## config.mk

```make
export PLATFORM = sky130hd
export DESIGN_NAME = mem_sync_responder_flat
export DESIGN_NICKNAME = d
export VERILOG_FILES = /design/src/rtl/mem_sync_pkg.sv /design/src/rtl/mem_sync_responder_if.sv /design/src/rtl/mem_sync_responder.sv /design/src/flat_wrapper.sv
export SDC_FILE = /design/constraint.sdc
export NUM_CORES = 1
export LEC_CHECK = 0
export CAP_MARGIN = 25
export CORE_UTILIZATION = 36
export CTS_CLUSTER_DIAMETER = 120
export DETAILED_ROUTE_END_ITERATION = 8
export PLACE_DENSITY = 0.76
export SYNTH_ARGS = -nofsm -noshare
export SYNTH_HDL_FRONTEND = slang
export SYNTH_SLANG_ARGS = --single-unit
```

## constraint.sdc

```tcl
create_clock -name clk -period 3.1 [get_ports clk]
set_input_delay 0.62 -clock clk [delete_from_list [all_inputs] [get_ports clk]]
set_output_delay 0.62 -clock clk [all_outputs]
set_load 0.02 [all_outputs]
```

## src/rtl/mem_sync_pkg.sv

```systemverilog
// Shared definitions for the memory sync responder and its sync controller.
// Holds the transfer state encoding and the default geometry of the
// emulation buffer (rows x words) and of the backing memory.
package mem_sync_pkg;

    localparam int unsigned CHWIDTH_DEF   = 6;   // emulation row-id width
    localparam int unsigned ADDRWIDTH_DEF = 17;  // memory row-id width
    localparam int unsigned COLWIDTH_DEF  = 4;   // log2 of words per row
    localparam int unsigned DWIDTH_DEF    = 64;  // data word width

    typedef enum logic [2:0] {
        ST_IDLE,
        ST_WB_READ,
        ST_WB_SEND,
        ST_AL_XFER,
        ST_DONE
    } state_e;

endpackage

```

## src/rtl/mem_sync_responder_if.sv

```systemverilog
// Bus bundle between a requester / local buffer / memory port and the
// mem_sync_responder.
//   request side : wb_req, alloc_req, cRowId, RowId -> ; <- sync, busy
//   local buffer : <- lb_addr, lb_rd, lb_wr, lb_wdata ; lb_rdata ->
//   memory       : <- mem_cmd_valid, mem_cmd_we, mem_cmd_addr, mem_wdata
//                  mem_cmd_ready, mem_rvalid, mem_rdata ->
// modport slave is the responder; modport master is its environment.
interface mem_sync_responder_if
    import mem_sync_pkg::*;
#(
    parameter int unsigned CHWIDTH   = CHWIDTH_DEF,
    parameter int unsigned ADDRWIDTH = ADDRWIDTH_DEF,
    parameter int unsigned COLWIDTH  = COLWIDTH_DEF,
    parameter int unsigned DWIDTH    = DWIDTH_DEF
) ();

    logic                          wb_req;
    logic                          alloc_req;
    logic [CHWIDTH-1:0]            cRowId;
    logic [ADDRWIDTH-1:0]          RowId;
    logic                          sync;
    logic                          busy;

    logic [CHWIDTH+COLWIDTH-1:0]   lb_addr;
    logic                          lb_rd;
    logic [DWIDTH-1:0]             lb_rdata;
    logic                          lb_wr;
    logic [DWIDTH-1:0]             lb_wdata;

    logic                          mem_cmd_valid;
    logic                          mem_cmd_ready;
    logic                          mem_cmd_we;
    logic [ADDRWIDTH+COLWIDTH-1:0] mem_cmd_addr;
    logic [DWIDTH-1:0]             mem_wdata;
    logic                          mem_rvalid;
    logic [DWIDTH-1:0]             mem_rdata;

    modport slave (
        input  wb_req, alloc_req, cRowId, RowId, lb_rdata,
               mem_cmd_ready, mem_rvalid, mem_rdata,
        output sync, busy, lb_addr, lb_rd, lb_wr, lb_wdata,
               mem_cmd_valid, mem_cmd_we, mem_cmd_addr, mem_wdata
    );

    modport master (
        output wb_req, alloc_req, cRowId, RowId, lb_rdata,
               mem_cmd_ready, mem_rvalid, mem_rdata,
        input  sync, busy, lb_addr, lb_rd, lb_wr, lb_wdata,
               mem_cmd_valid, mem_cmd_we, mem_cmd_addr, mem_wdata
    );

endinterface

```

## src/rtl/mem_sync_responder.sv

```systemverilog
// Moves one row of 2**COLWIDTH words between the emulation local buffer
// and backing memory.
//   wb_req    : copy local row cRowId to memory row RowId (read, then write
//               each word in turn).
//   alloc_req : copy memory row RowId into local row cRowId (read commands
//               pipelined, in-order responses written straight to the buffer).
// sync pulses for one cycle when a transfer finishes; busy is high outside
// Idle. clk / rst (async, active-high) are plain ports, all else is on bus.
module mem_sync_responder
    import mem_sync_pkg::*;
#(
    parameter int unsigned CHWIDTH   = CHWIDTH_DEF,
    parameter int unsigned ADDRWIDTH = ADDRWIDTH_DEF,
    parameter int unsigned COLWIDTH  = COLWIDTH_DEF,
    parameter int unsigned DWIDTH    = DWIDTH_DEF
) (
    input  logic                clk,
    input  logic                rst,
    mem_sync_responder_if.slave bus
);

    localparam int unsigned LAW = CHWIDTH + COLWIDTH;
    localparam int unsigned MAW = ADDRWIDTH + COLWIDTH;

    state_e                state_q, state_d;
    logic [CHWIDTH-1:0]    row_q, row_d;
    logic [ADDRWIDTH-1:0]  rowid_q, rowid_d;
    logic [COLWIDTH-1:0]   wcnt_q, wcnt_d;
    logic [COLWIDTH-1:0]   ccnt_q, ccnt_d;
    logic [COLWIDTH-1:0]   rcnt_q, rcnt_d;
    logic [DWIDTH-1:0]     hold_q, hold_d;
    logic                  first_q, first_d;   // first cycle of WbSend
    logic                  cdone_q, cdone_d;   // all read commands issued

    logic                  sync_c, busy_c, lb_rd_c, lb_wr_c;
    logic                  cmd_valid_c, cmd_we_c;
    logic [LAW-1:0]        lb_addr_c;
    logic [DWIDTH-1:0]     lb_wdata_c, mem_wdata_c;
    logic [MAW-1:0]        cmd_addr_c;
    logic                  rsp_ok;

    always_ff @(posedge clk or posedge rst) begin
        if (rst) begin
            state_q <= ST_IDLE;
            row_q   <= '0;
            rowid_q <= '0;
            wcnt_q  <= '0;
            ccnt_q  <= '0;
            rcnt_q  <= '0;
            hold_q  <= '0;
            first_q <= 1'b0;
            cdone_q <= 1'b0;
        end else begin
            state_q <= state_d;
            row_q   <= row_d;
            rowid_q <= rowid_d;
            wcnt_q  <= wcnt_d;
            ccnt_q  <= ccnt_d;
            rcnt_q  <= rcnt_d;
            hold_q  <= hold_d;
            first_q <= first_d;
            cdone_q <= cdone_d;
        end
    end

    always_comb begin
        state_d     = state_q;
        row_d       = row_q;
        rowid_d     = rowid_q;
        wcnt_d      = wcnt_q;
        ccnt_d      = ccnt_q;
        rcnt_d      = rcnt_q;
        hold_d      = hold_q;
        first_d     = 1'b0;
        cdone_d     = cdone_q;
        sync_c      = 1'b0;
        busy_c      = (state_q != ST_IDLE);
        lb_rd_c     = 1'b0;
        lb_wr_c     = 1'b0;
        lb_addr_c   = '0;
        lb_wdata_c  = '0;
        cmd_valid_c = 1'b0;
        cmd_we_c    = 1'b0;
        cmd_addr_c  = '0;
        mem_wdata_c = '0;
        // A response is only real once its command has been accepted; once
        // every command is out, ccnt has wrapped and cdone covers the rest.
        rsp_ok      = bus.mem_rvalid && (cdone_q || (rcnt_q != ccnt_q));

        unique case (state_q)
            ST_IDLE: begin
                if (bus.wb_req || bus.alloc_req) begin
                    state_d = bus.wb_req ? ST_WB_READ : ST_AL_XFER;
                    row_d   = bus.cRowId;
                    rowid_d = bus.RowId;
                    wcnt_d  = '0;
                    ccnt_d  = '0;
                    rcnt_d  = '0;
                    cdone_d = 1'b0;
                end
            end

            ST_WB_READ: begin
                lb_rd_c   = 1'b1;
                lb_addr_c = {row_q, wcnt_q};
                first_d   = 1'b1;
                state_d   = ST_WB_SEND;
            end

            ST_WB_SEND: begin
                // lb_rdata is only valid on the entry cycle: forward it then
                // and replay the captured copy for any stalled cycles.
                cmd_valid_c = 1'b1;
                cmd_we_c    = 1'b1;
                cmd_addr_c  = {rowid_q, wcnt_q};
                mem_wdata_c = first_q ? bus.lb_rdata : hold_q;
                hold_d      = mem_wdata_c;
                if (bus.mem_cmd_ready) begin
                    wcnt_d  = wcnt_q + COLWIDTH'(1);
                    state_d = (wcnt_q == '1) ? ST_DONE : ST_WB_READ;
                end
            end

            ST_AL_XFER: begin
                cmd_valid_c = !cdone_q;
                if (cmd_valid_c) begin
                    cmd_addr_c = {rowid_q, ccnt_q};
                    if (bus.mem_cmd_ready) begin
                        ccnt_d = ccnt_q + COLWIDTH'(1);
                        if (ccnt_q == '1) begin
                            cdone_d = 1'b1;
                        end
                    end
                end
                if (rsp_ok) begin
                    lb_wr_c    = 1'b1;
                    lb_addr_c  = {row_q, rcnt_q};
                    lb_wdata_c = bus.mem_rdata;
                    rcnt_d     = rcnt_q + COLWIDTH'(1);
                    if (rcnt_q == '1) begin
                        state_d = ST_DONE;
                    end
                end
            end

            ST_DONE: begin
                sync_c  = 1'b1;
                state_d = ST_IDLE;
            end

            default: begin
                state_d = ST_IDLE;
            end
        endcase
    end

    assign bus.sync          = sync_c;
    assign bus.busy          = busy_c;
    assign bus.lb_rd         = lb_rd_c;
    assign bus.lb_wr         = lb_wr_c;
    assign bus.lb_addr       = lb_addr_c;
    assign bus.lb_wdata      = lb_wdata_c;
    assign bus.mem_cmd_valid = cmd_valid_c;
    assign bus.mem_cmd_we    = cmd_we_c;
    assign bus.mem_cmd_addr  = cmd_addr_c;
    assign bus.mem_wdata     = mem_wdata_c;

endmodule

```

## src/flat_wrapper.sv

```systemverilog
// flat-port wrapper written by rule: the top's interface ports become plain ports
module mem_sync_responder_flat import mem_sync_pkg::*;
#(
    parameter int unsigned CHWIDTH   = CHWIDTH_DEF,
    parameter int unsigned ADDRWIDTH = ADDRWIDTH_DEF,
    parameter int unsigned COLWIDTH  = COLWIDTH_DEF,
    parameter int unsigned DWIDTH    = DWIDTH_DEF
)
  (clk, rst, bus_wb_req, bus_alloc_req, bus_cRowId, bus_RowId, bus_lb_rdata, bus_mem_cmd_ready, bus_mem_rvalid, bus_mem_rdata, bus_sync, bus_busy, bus_lb_addr, bus_lb_rd, bus_lb_wr, bus_lb_wdata, bus_mem_cmd_valid, bus_mem_cmd_we, bus_mem_cmd_addr, bus_mem_wdata);
  mem_sync_responder_if #(.CHWIDTH(CHWIDTH), .ADDRWIDTH(ADDRWIDTH), .COLWIDTH(COLWIDTH), .DWIDTH(DWIDTH)) bus_i ();
  input  logic clk;
  input  logic rst;
  input wire logic [$bits(bus_i.wb_req)-1:0] bus_wb_req;
  input wire logic [$bits(bus_i.alloc_req)-1:0] bus_alloc_req;
  input wire logic [$bits(bus_i.cRowId)-1:0] bus_cRowId;
  input wire logic [$bits(bus_i.RowId)-1:0] bus_RowId;
  input wire logic [$bits(bus_i.lb_rdata)-1:0] bus_lb_rdata;
  input wire logic [$bits(bus_i.mem_cmd_ready)-1:0] bus_mem_cmd_ready;
  input wire logic [$bits(bus_i.mem_rvalid)-1:0] bus_mem_rvalid;
  input wire logic [$bits(bus_i.mem_rdata)-1:0] bus_mem_rdata;
  output wire logic [$bits(bus_i.sync)-1:0] bus_sync;
  output wire logic [$bits(bus_i.busy)-1:0] bus_busy;
  output wire logic [$bits(bus_i.lb_addr)-1:0] bus_lb_addr;
  output wire logic [$bits(bus_i.lb_rd)-1:0] bus_lb_rd;
  output wire logic [$bits(bus_i.lb_wr)-1:0] bus_lb_wr;
  output wire logic [$bits(bus_i.lb_wdata)-1:0] bus_lb_wdata;
  output wire logic [$bits(bus_i.mem_cmd_valid)-1:0] bus_mem_cmd_valid;
  output wire logic [$bits(bus_i.mem_cmd_we)-1:0] bus_mem_cmd_we;
  output wire logic [$bits(bus_i.mem_cmd_addr)-1:0] bus_mem_cmd_addr;
  output wire logic [$bits(bus_i.mem_wdata)-1:0] bus_mem_wdata;
  assign bus_i.wb_req = bus_wb_req;
  assign bus_i.alloc_req = bus_alloc_req;
  assign bus_i.cRowId = bus_cRowId;
  assign bus_i.RowId = bus_RowId;
  assign bus_i.lb_rdata = bus_lb_rdata;
  assign bus_i.mem_cmd_ready = bus_mem_cmd_ready;
  assign bus_i.mem_rvalid = bus_mem_rvalid;
  assign bus_i.mem_rdata = bus_mem_rdata;
  assign bus_sync = bus_i.sync;
  assign bus_busy = bus_i.busy;
  assign bus_lb_addr = bus_i.lb_addr;
  assign bus_lb_rd = bus_i.lb_rd;
  assign bus_lb_wr = bus_i.lb_wr;
  assign bus_lb_wdata = bus_i.lb_wdata;
  assign bus_mem_cmd_valid = bus_i.mem_cmd_valid;
  assign bus_mem_cmd_we = bus_i.mem_cmd_we;
  assign bus_mem_cmd_addr = bus_i.mem_cmd_addr;
  assign bus_mem_wdata = bus_i.mem_wdata;
  mem_sync_responder #(.CHWIDTH(CHWIDTH), .ADDRWIDTH(ADDRWIDTH), .COLWIDTH(COLWIDTH), .DWIDTH(DWIDTH)) u_core (.clk(clk), .rst(rst), .bus(bus_i));
endmodule
```

# Yosys cells after proc, flatten, opt, wreduce, memory -nomap -nowiden
# Cells that the tools add are included.
# Widths: inputs -> output; s select.
[word_totals] register_bits=104 input_bits=157 out_inout_bits=165 elab_cells=74
[op_classes] add_sub_neg=3 n_eq_ne=14 muxes=34 n_reduce_logical=14
[op_table] cell="$mux 64" count=4
[op_table] cell="$pmux 21 s2" count=1
[op_table] cell="$pmux 4 s2" count=3
[op_table] cell="$mux 21" count=1
[op_table] cell="$mux 4" count=5
[op_table] cell="$pmux 10 s2" count=1
[op_table] cell="$mux 3" count=5
[op_table] cell="$add 4x1->4 const B" count=3
[op_table] cell="$eq 4x4->1 const B" count=3
[op_table] cell="$pmux 3 s4" count=1
[op_table] cell="$mux 10" count=1
[op_table] cell="$mux 1" count=9
[op_table] cell="$reduce_and 4->1" count=2
[op_table] cell="$eq 3x2->1 const B" count=2
[op_table] cell="$ne 2x1->1 const B" count=3
[op_table] cell="$ne 2x2->1 const B" count=3
[op_table] cell="$reduce_and 3->1" count=2
[op_table] cell="$ne 4x4->1" count=1
[op_table] cell="$pmux 1 s2" count=2
[op_table] cell="$reduce_and 2->1" count=2
[op_table] cell="$reduce_bool 2->1" count=2
[op_table] cell="$eq 3x1->1 const B" count=1
[op_table] cell="$eq 3x3->1 const B" count=1
[op_table] cell="$logic_not 3->1" count=1
[op_table] cell="5 further kinds" count=6

# Longest topological paths before layout
# Gate-level depths: netlist of run 1.
[depth] depth_word=5 depth_mapped=8 mapped_depth_nobuf=5

# Worst setup path before layout of run 1
# OpenSTA, ideal clock, no wires.
[synth_timing] path_type="reg2out" from="register u_core.state_q[2]" to="output bus_lb_wdata[57]" arrival_time_ns=1.678 setup_slack_ns=0.802 stages_incl_launch_ff=7 n_path_buf=2 path_cell_list="dfrtp_1 > and3b_1 > nand2_1 > a21oi_1 > buf_2 > buf_2 > and2_1"
[synth_between] elab_chain_cells=2
[synth_rtl] element="start: declaration" line_no="mem_sync_responder.sv:25" source="state_e state_q, state_d;"
[synth_rtl] element="start signal: assignment" line_no="mem_sync_responder.sv:54" source="state_q <= state_d;"
[synth_rtl] element="$eq 3x2->1" line_no="mem_sync_responder.sv:90" source="unique case (state_q)"
[synth_rtl] element="$mux 64" line_no="mem_sync_responder.sv:90"
[synth_rtl] element="end: declaration" line_no="flat_wrapper.sv:26" source="output wire logic [$bits(bus_i.lb_wdata)-1:0] bus_lb_wdata;"
# No other way between the ends.

# Final worst setup path of run 1
[layout_timing] from="register u_core.state_q[1]" to="output bus_mem_cmd_valid"
[layout_between] elab_chain_cells=2
[layout_rtl] element="$eq 3x2->1" line_no="mem_sync_responder.sv:90"
[layout_rtl] element="$pmux 1 s2 (*)" line_no="mem_sync_responder.sv:90"
[layout_rtl] element="end: declaration" line_no="flat_wrapper.sv:27" source="output wire logic [$bits(bus_i.mem_cmd_valid)-1:0] bus_mem_cmd_valid;"
# Mark *: on every way between the ends. The rest lies on a longest branch, timed or not.

==> impl_results.md, run 1 <==
* Startpoint Class: flip-flop
* Logic gate share of total power at 0.611
* Peak supply drop at around 460 uV
* Switching power of the nets at slightly below 4 mW
* CTS Buffer Depth at 2
* Pins Over Slew Limit at 0
* GRT Util Overall at 0.217
* Gate Count Post-Synth at around 590
* Critical setup path kind: flip-flop to output pin
* Final HPWL DP at roughly 14 mm
* Sequential fraction of the synthesis area at 0.425
* # port buffers at roughly 320
* Post-synth EDFFs at 0
* Max-Cap Viols at 0
* Switching Fraction at 0.411
* Sink Count at around 100
* Routed len/inst at 16.7 um
* TritonCTS clock tree: yes
* Gr ovfl total at 0
* Most common cell after layout, fill and taps aside: clkdlybuf4s50_1
* Vias/cell at 4.68
* Cell Area, Synth at between 6000 and 7000 um2
* Largest net degree at the start of global routing at 57
* Fin nets at roughly 1100
* Initial antenna violation count at 0
* Synthesis-to-finish area growth at 61.0%
* Yosys reg bits at 104
* Synth Flop Type: dfrtp_1
* DR pass1 iterations at 4
* Internal power at 5.51 mW
* First-pass GRT wire length at around 30 mm
* Starting density of the core at 0.369
* Via count at around 5300
* Hold Violations, Final at 0
* Max_slew headroom at 0.346
* Final Cycle Share at 0.964
* Mean post-synth cell area at 10.4 um2
* Sequential Power Share at 0.258
* GP Congestion at slightly above 0.8
* Drt drc at 0
* Post-CTS Hold Buffers at 0
* Worst min path class: flip-flop to flip-flop
* Die X at 132 um
* Most frequent cells in the layout: clkdlybuf4s50_1 (228), dfrtp_1 (102), dlygate4sd2_1 (85)
* Iter 0 DRT Violations at around 180
* Status: complete, no violations
* Post-route antenna net violation count at 0
* Core footprint at between 15000 and 20000 um2
* Clock Latency Late Sink at between 0.3 and 0.4 ns
* Unrepaired setup endpoints after global routing: false
* Req. time, crit path at approximately 2.5 ns
* Maximum clock rate at approximately 0.33 GHz
* Share of cells above drive strength 1 at 0.131
* Die ar. at about 18000 um2
* Yosys warnings at 0
* Tightest Pin Transition at 0.982 ns
* Clock slew at reported path FFs at about 0.080 ns
* Die Y-Extent at between 100 and 150 um
* Worst Skew at 0.0105 ns
* Fillers at about 1500
* Setup TNS at 0 ns
* Flop2flop setup slack at ~0.87 ns
* Critical path arrival at between 2 and 2.5 ns
* TritonCTS buffer count at 9
* Fraction of registers with async set/reset at 1.00
* Total Wirelength at 18.9 mm
* CP Capture Type: output pin
* Lkg Pwr at ~4.7 nW
* Setup Viol. Count Final at 0
* Vias in the first global route at between 5000 and 6000
* Share of total power in the clock network at 0.132
* Minimum clock period after layout at approximately 3 ns
* I/O pin cnt at 322
* Largest fanout on the critical path at 18
* Htree depth at 3
* Mapped Nets at about 750
* Ant. Diodes at 0
* Library cells used by synthesis at 40
* PD cells at 949 nW/um2
* Root buf cell: clkbuf_16
* Row count at 47
* Final Power at 9.36 mW
## cell families after synthesis
group / after synthesis / share of synthesized area
and+or+nand+nor: 279 / 0.221
AOI/OAI and AO/OA: 19 / 0.0216
xor gates and xnor gates: 9 / 0.0129
buffers and inverters: 43 / 0.0482
muxes: 132 / 0.266
DFF: 104 / 0.425
adders and majority gates: 3 / 0.00613
## synth_stat cells (2+ instances only)
master | n | area share
a211oi_1 | 2 | 0.0024
a21oi_1 | 4 | 0.0033
a22o_1 | 5 | 0.0071
and2_1 | 64 | 0.065
and3_1 | 3 | 0.0031
buf_1 | 7 | 0.0043
buf_12 | 7 | 0.023
buf_2 | 9 | 0.0074
clkbuf_1 | 15 | 0.0092
dfrtp_1 | 104 | 0.42
ha_1 | 3 | 0.0061
inv_1 | 3 | 0.0018
mux2_2 | 6 | 0.011
mux2_4 | 60 | 0.15
mux2i_1 | 66 | 0.11
nand2_1 | 83 | 0.051
nand3_1 | 7 | 0.0057
nor2_1 | 79 | 0.048
nor2b_1 | 28 | 0.029
nor3_1 | 4 | 0.0033
o21ai_0 | 4 | 0.0033
xor2_1 | 8 | 0.011
## final timing paths
path	start	endpoint	cells past startpoint
max in group asynchronous	rst	u_core.state_q[1]	3
min reg2reg	u_core.rowid_q[4]	u_core.rowid_q[4]	2
max reg2reg	u_core.state_q[0]	u_core.hold_q[62]	5
max	u_core.state_q[1]	bus_mem_cmd_valid	8
min	u_core.rowid_q[4]	u_core.rowid_q[4]	2
min in group asynchronous	rst	u_core.hold_q[7]	2
## per-stage QoR
| step | instances | hold slack [ns] | worst slack [ns] | cell area, um2 | util |
|---|---|---|---|---|---|
| after floorplan | 589 | 0.438 | 0.802 | 6130 | - |
| after global placement | 1112 | 0.450 | 0.00368 | 9580 | 0.578 |
| after global routing | 1133 | 0.497 | 0.00473 | 9860 | 0.595 |
| final | 1133 | 0.473 | 0.110 | 9860 | 0.595 |
| after CTS | 1133 | 0.474 | 0.00204 | 9850 | 0.594 |
| after detailed placement | 1112 | 0.454 | 0.00501 | 9580 | 0.578 |
## critical path, stage by stage, from the launching register on
cell and delay (ns):
dfrtp_2 0.42, buf_4 0.21, and3b_1 0.22, nor2b_1 0.14, buf_4 0.18, nor2_4 0.05
buf_12 0.14, inv_1 0.05, clkdlybuf4s50_1 0.59
## final cells by class
class / count / area [um2] / area share
Clock buffer: 9 / 225 / 0.0228
Multi-Input combinational cell: 443 / 3250 / 0.330
Timing Repair Buffer: 346 / 3380 / 0.343
Sequential cell: 104 / 2610 / 0.264
Clock inverter: 7 / 101 / 0.0103
Tap cell: 220 / 275 / 0.0279
Inverter: 4 / 20.0 / 0.00203
## power by group through the flow
stage                     sequential (mW)  clock (mW)  combinational, mW
after floorplan                      2.29           0               3.70
final                                2.41        1.23               5.72
after global placement               2.37           0               5.82
after CTS                            2.41        1.27               5.80
after global routing                 2.49        1.32               6.16
after detailed placement             2.40           0               5.86
## state kept, by name (all words and copies together), names as in the netlist
signal	cells
u_core.cdone_q	1
u_core.rowid_q	17
u_core.first_q	1
u_core.ccnt_q	4
u_core.row_q	6
u_core.state_q	3
u_core.wcnt_q	4
u_core.rcnt_q	4
u_core.hold_q	64
## per-layer routing
layer	routed length, um	part of all wire	GRT usage	vias to the layer above
met5	0	0	0	-
met4	235	0.012	0.0504	0
met3	1620	0.086	0.0785	18
li1	-	-	-	2583
met2	8810	0.47	0.354	209
met1	8250	0.44	0.272	2488
## what timing repair did
| item | in CTS | in global routing |
|---|---|---|
| gates resized for setup | 88 | 7 |
| gates cloned | 1 | 0 |
| setup buffers | 4 | 0 |
| setup endpoints to repair | 83 | 7 |
| hold endpoints to repair | 0 | 0 |
| pin swaps | 2 | 0 |
(Power assumes the default switching activity.)
==> run 2, diff against run 1 <==
--- a/config.mk
+++ b/config.mk
@@ -10,6 +10,7 @@
 export CTS_CLUSTER_DIAMETER = 120
 export DETAILED_ROUTE_END_ITERATION = 8
 export PLACE_DENSITY = 0.76
+export SKIP_LAST_GASP = 1
 export SYNTH_ARGS = -nofsm -noshare
 export SYNTH_HDL_FRONTEND = slang
 export SYNTH_SLANG_ARGS = --single-unit
==> run 2 against run 1 <==
Sequential power barely moved; register-to-register slack barely moved; via count rose by 0.64%; clock-buffer cell count did not move; final cell count rose by 0.18%; design area rose by 2.3%; critical endpoint unchanged.
==> impl_results.md, run 2 (synthesized netlist as in run 1, its figures left out) <==
* Htree depth at 3 (unchanged)
* Startpoint Class: flip-flop
* Iter 0 DRT Violations at 158 (-9.7%)
* Peak supply drop at 464 uV (about the same)
* Starting density of the core at 0.369 (unchanged)
* Sink Count at 104 (unchanged)
* Most common cell after layout, fill and taps aside: clkdlybuf4s50_1
* Gr ovfl total at 0 (unchanged)
* Routed len/inst at 16.9 um (+1.5%)
* Ant. Diodes at 0 (unchanged)
* Critical path arrival at 2.38 ns (about the same)
* Critical setup path kind: flip-flop to output pin
* Die ar. at 17500 um2 (unchanged)
* CP Capture Type: output pin
* Largest register FFs at 64 (unchanged)
* Vias/cell at 4.70 (+0.46%)
* Largest fanout on the critical path at 18 (unchanged)
* DR pass1 iterations at 4 (unchanged)
* Largest net degree at the start of global routing at 57 (unchanged)
* I/O pin cnt at 322 (unchanged)
* Unrepaired setup endpoints after global routing: false
* Pins Over Slew Limit at 0 (unchanged)
* Fillers at 1411 (-2.8%)
* Clock Latency Late Sink at 0.36 ns (about the same)
* Synthesis-to-finish area growth at 64.7%
* Clock slew at reported path FFs at 0.08 ns (about the same)
* Share of cells above drive strength 1 at 0.133 (+0.00190)
* Maximum clock rate at 0.334 GHz (-0.23%)
* Req. time, crit path at 2.48 ns (about the same)
* Setup ws final at 0.103 ns (-0.00679 ns)
* Fin area at 10100 um2 (+2.3%)
* Placed inst area at 9580 um2 (unchanged)
* Biggest regs: u_core.hold_q (64), u_core.rowid_q (17), u_core.row_q (6)
* Most frequent cells in the layout: clkdlybuf4s50_1 (228), dfrtp_1 (102), nand2_1 (83)
* Final Cycle Share at 0.967 (+0.00219)
* Worst min path class: flip-flop to flip-flop
* GRT Util Overall at 0.217 (+0.000332)
* PD cells at 940 nW/um2 (-0.95%)
* Vias in the first global route at 5400 (-0.18%)
* Final HPWL DP at 13.6 mm (unchanged)
* Root buf cell: clkbuf_16
* TritonCTS buffer count at 9 (unchanged)
* Row count at 47 (unchanged)
* Die Y-Extent at 132 um (unchanged)
* Hold Violations, Final at 0 (unchanged)
* GP Congestion at 0.824 (unchanged)
* Setup Viol. Count Final at 0 (unchanged)
* First-pass GRT wire length at 29.7 mm (+0.14%)
* Drt drc at 0 (unchanged)
* Via count at 5332 (+0.64%)
* Worst Skew at 0.0105 ns (+0.00000360 ns)
* Post-route antenna net violation count at 0 (unchanged)
* CTS Buffer Depth at 2 (unchanged)
* Die X at 132 um (unchanged)
* Pre-CTS setup slack at 0.00501 ns (unchanged)
* Max_slew headroom at 0.349 (+0.00308)
* Status: complete, no violations
* Total Wirelength at 19.2 mm (+1.7%)
* Fin nets at 1070 (+0.19%)
* # port buffers at 321 (unchanged)
* TritonCTS clock tree: yes
* Register name with the most flops: u_core.hold_q
* Lkg Pwr at 5.34 nW (+14%)
* Post-CTS Hold Buffers at 0 (unchanged)
* Max-Cap Viols at 0 (unchanged)
* Minimum clock period after layout at 3.00 ns (+0.00679 ns)
* Initial antenna violation count at 0 (unchanged)
* Tightest Pin Transition at 0.977 ns (-0.00461 ns)
* Core footprint at 16600 um2 (unchanged)
## run 2: worst paths after layout
path	cells after the start	end	startpoint	slack, ns
setup reg to reg	5	u_core.hold_q[62]	u_core.state_q[0]	0.87
setup / recovery	8	bus_mem_cmd_valid	u_core.state_q[1]	0.10
hold / removal	2	u_core.rowid_q[11]	u_core.rowid_q[11]	0.47
hold reg to reg	2	u_core.rowid_q[11]	u_core.rowid_q[11]	0.47
min in group asynchronous	2	u_core.hold_q[7]	rst	0.67
max in group asynchronous	3	u_core.state_q[1]	rst	1.66
## run 2: layout make-up
cell class                 count  area, um2  area share
clock buffer                   9        225      0.0223
clock inverter                 7        101      0.0100
inverter                       4       20.0     0.00198
multi-input combinational    443       3260       0.323
sequential                   104       2610       0.258
tap                          220        275      0.0273
timing repair buffer         348       3610       0.357
## run 2: power by group
group | switching [mW] | internal, mW
logic | 2.89 | 2.96
registers | 0.410 | 2.00
clock network | 0.578 | 0.654
total | 3.88 | 5.62
## run 2: critical path, cell delays in order (launching register included)
cell	delay (ns)
dfrtp_2	0.42
buf_4	0.21
and3b_1	0.22
nor2b_1	0.14
buf_4	0.18
nor2_4	0.05
buf_12	0.15
inv_1	0.05
clkdlybuf4s50_1	0.59
## run 2: through the flow
step                TNS (ns)  std cells  total power, mW   util  hold WS [ns]
finish                     0       1135             9.49  0.609         0.472
global route               0       1135             10.1  0.609         0.497
CTS                    -4.49       1133             9.56  0.597         0.474
detailed placement         0       1112             8.26  0.578         0.454
global placement           0       1112             8.19  0.578         0.450
floorplan                  0        589             5.99      -         0.438
## run 2: per-layer routing
layer  track usage  routed length, um
met1         0.274               8300
met2         0.355               9140
met3        0.0774               1590
met4        0.0473                201
met5             0                  0
## run 2: what timing repair did
item,in CTS,in global routing
setup buffers,4,1
endpoints found under the setup margin,83,55
gates resized for setup,40,55
pin swaps,2,0
cloned,1,1
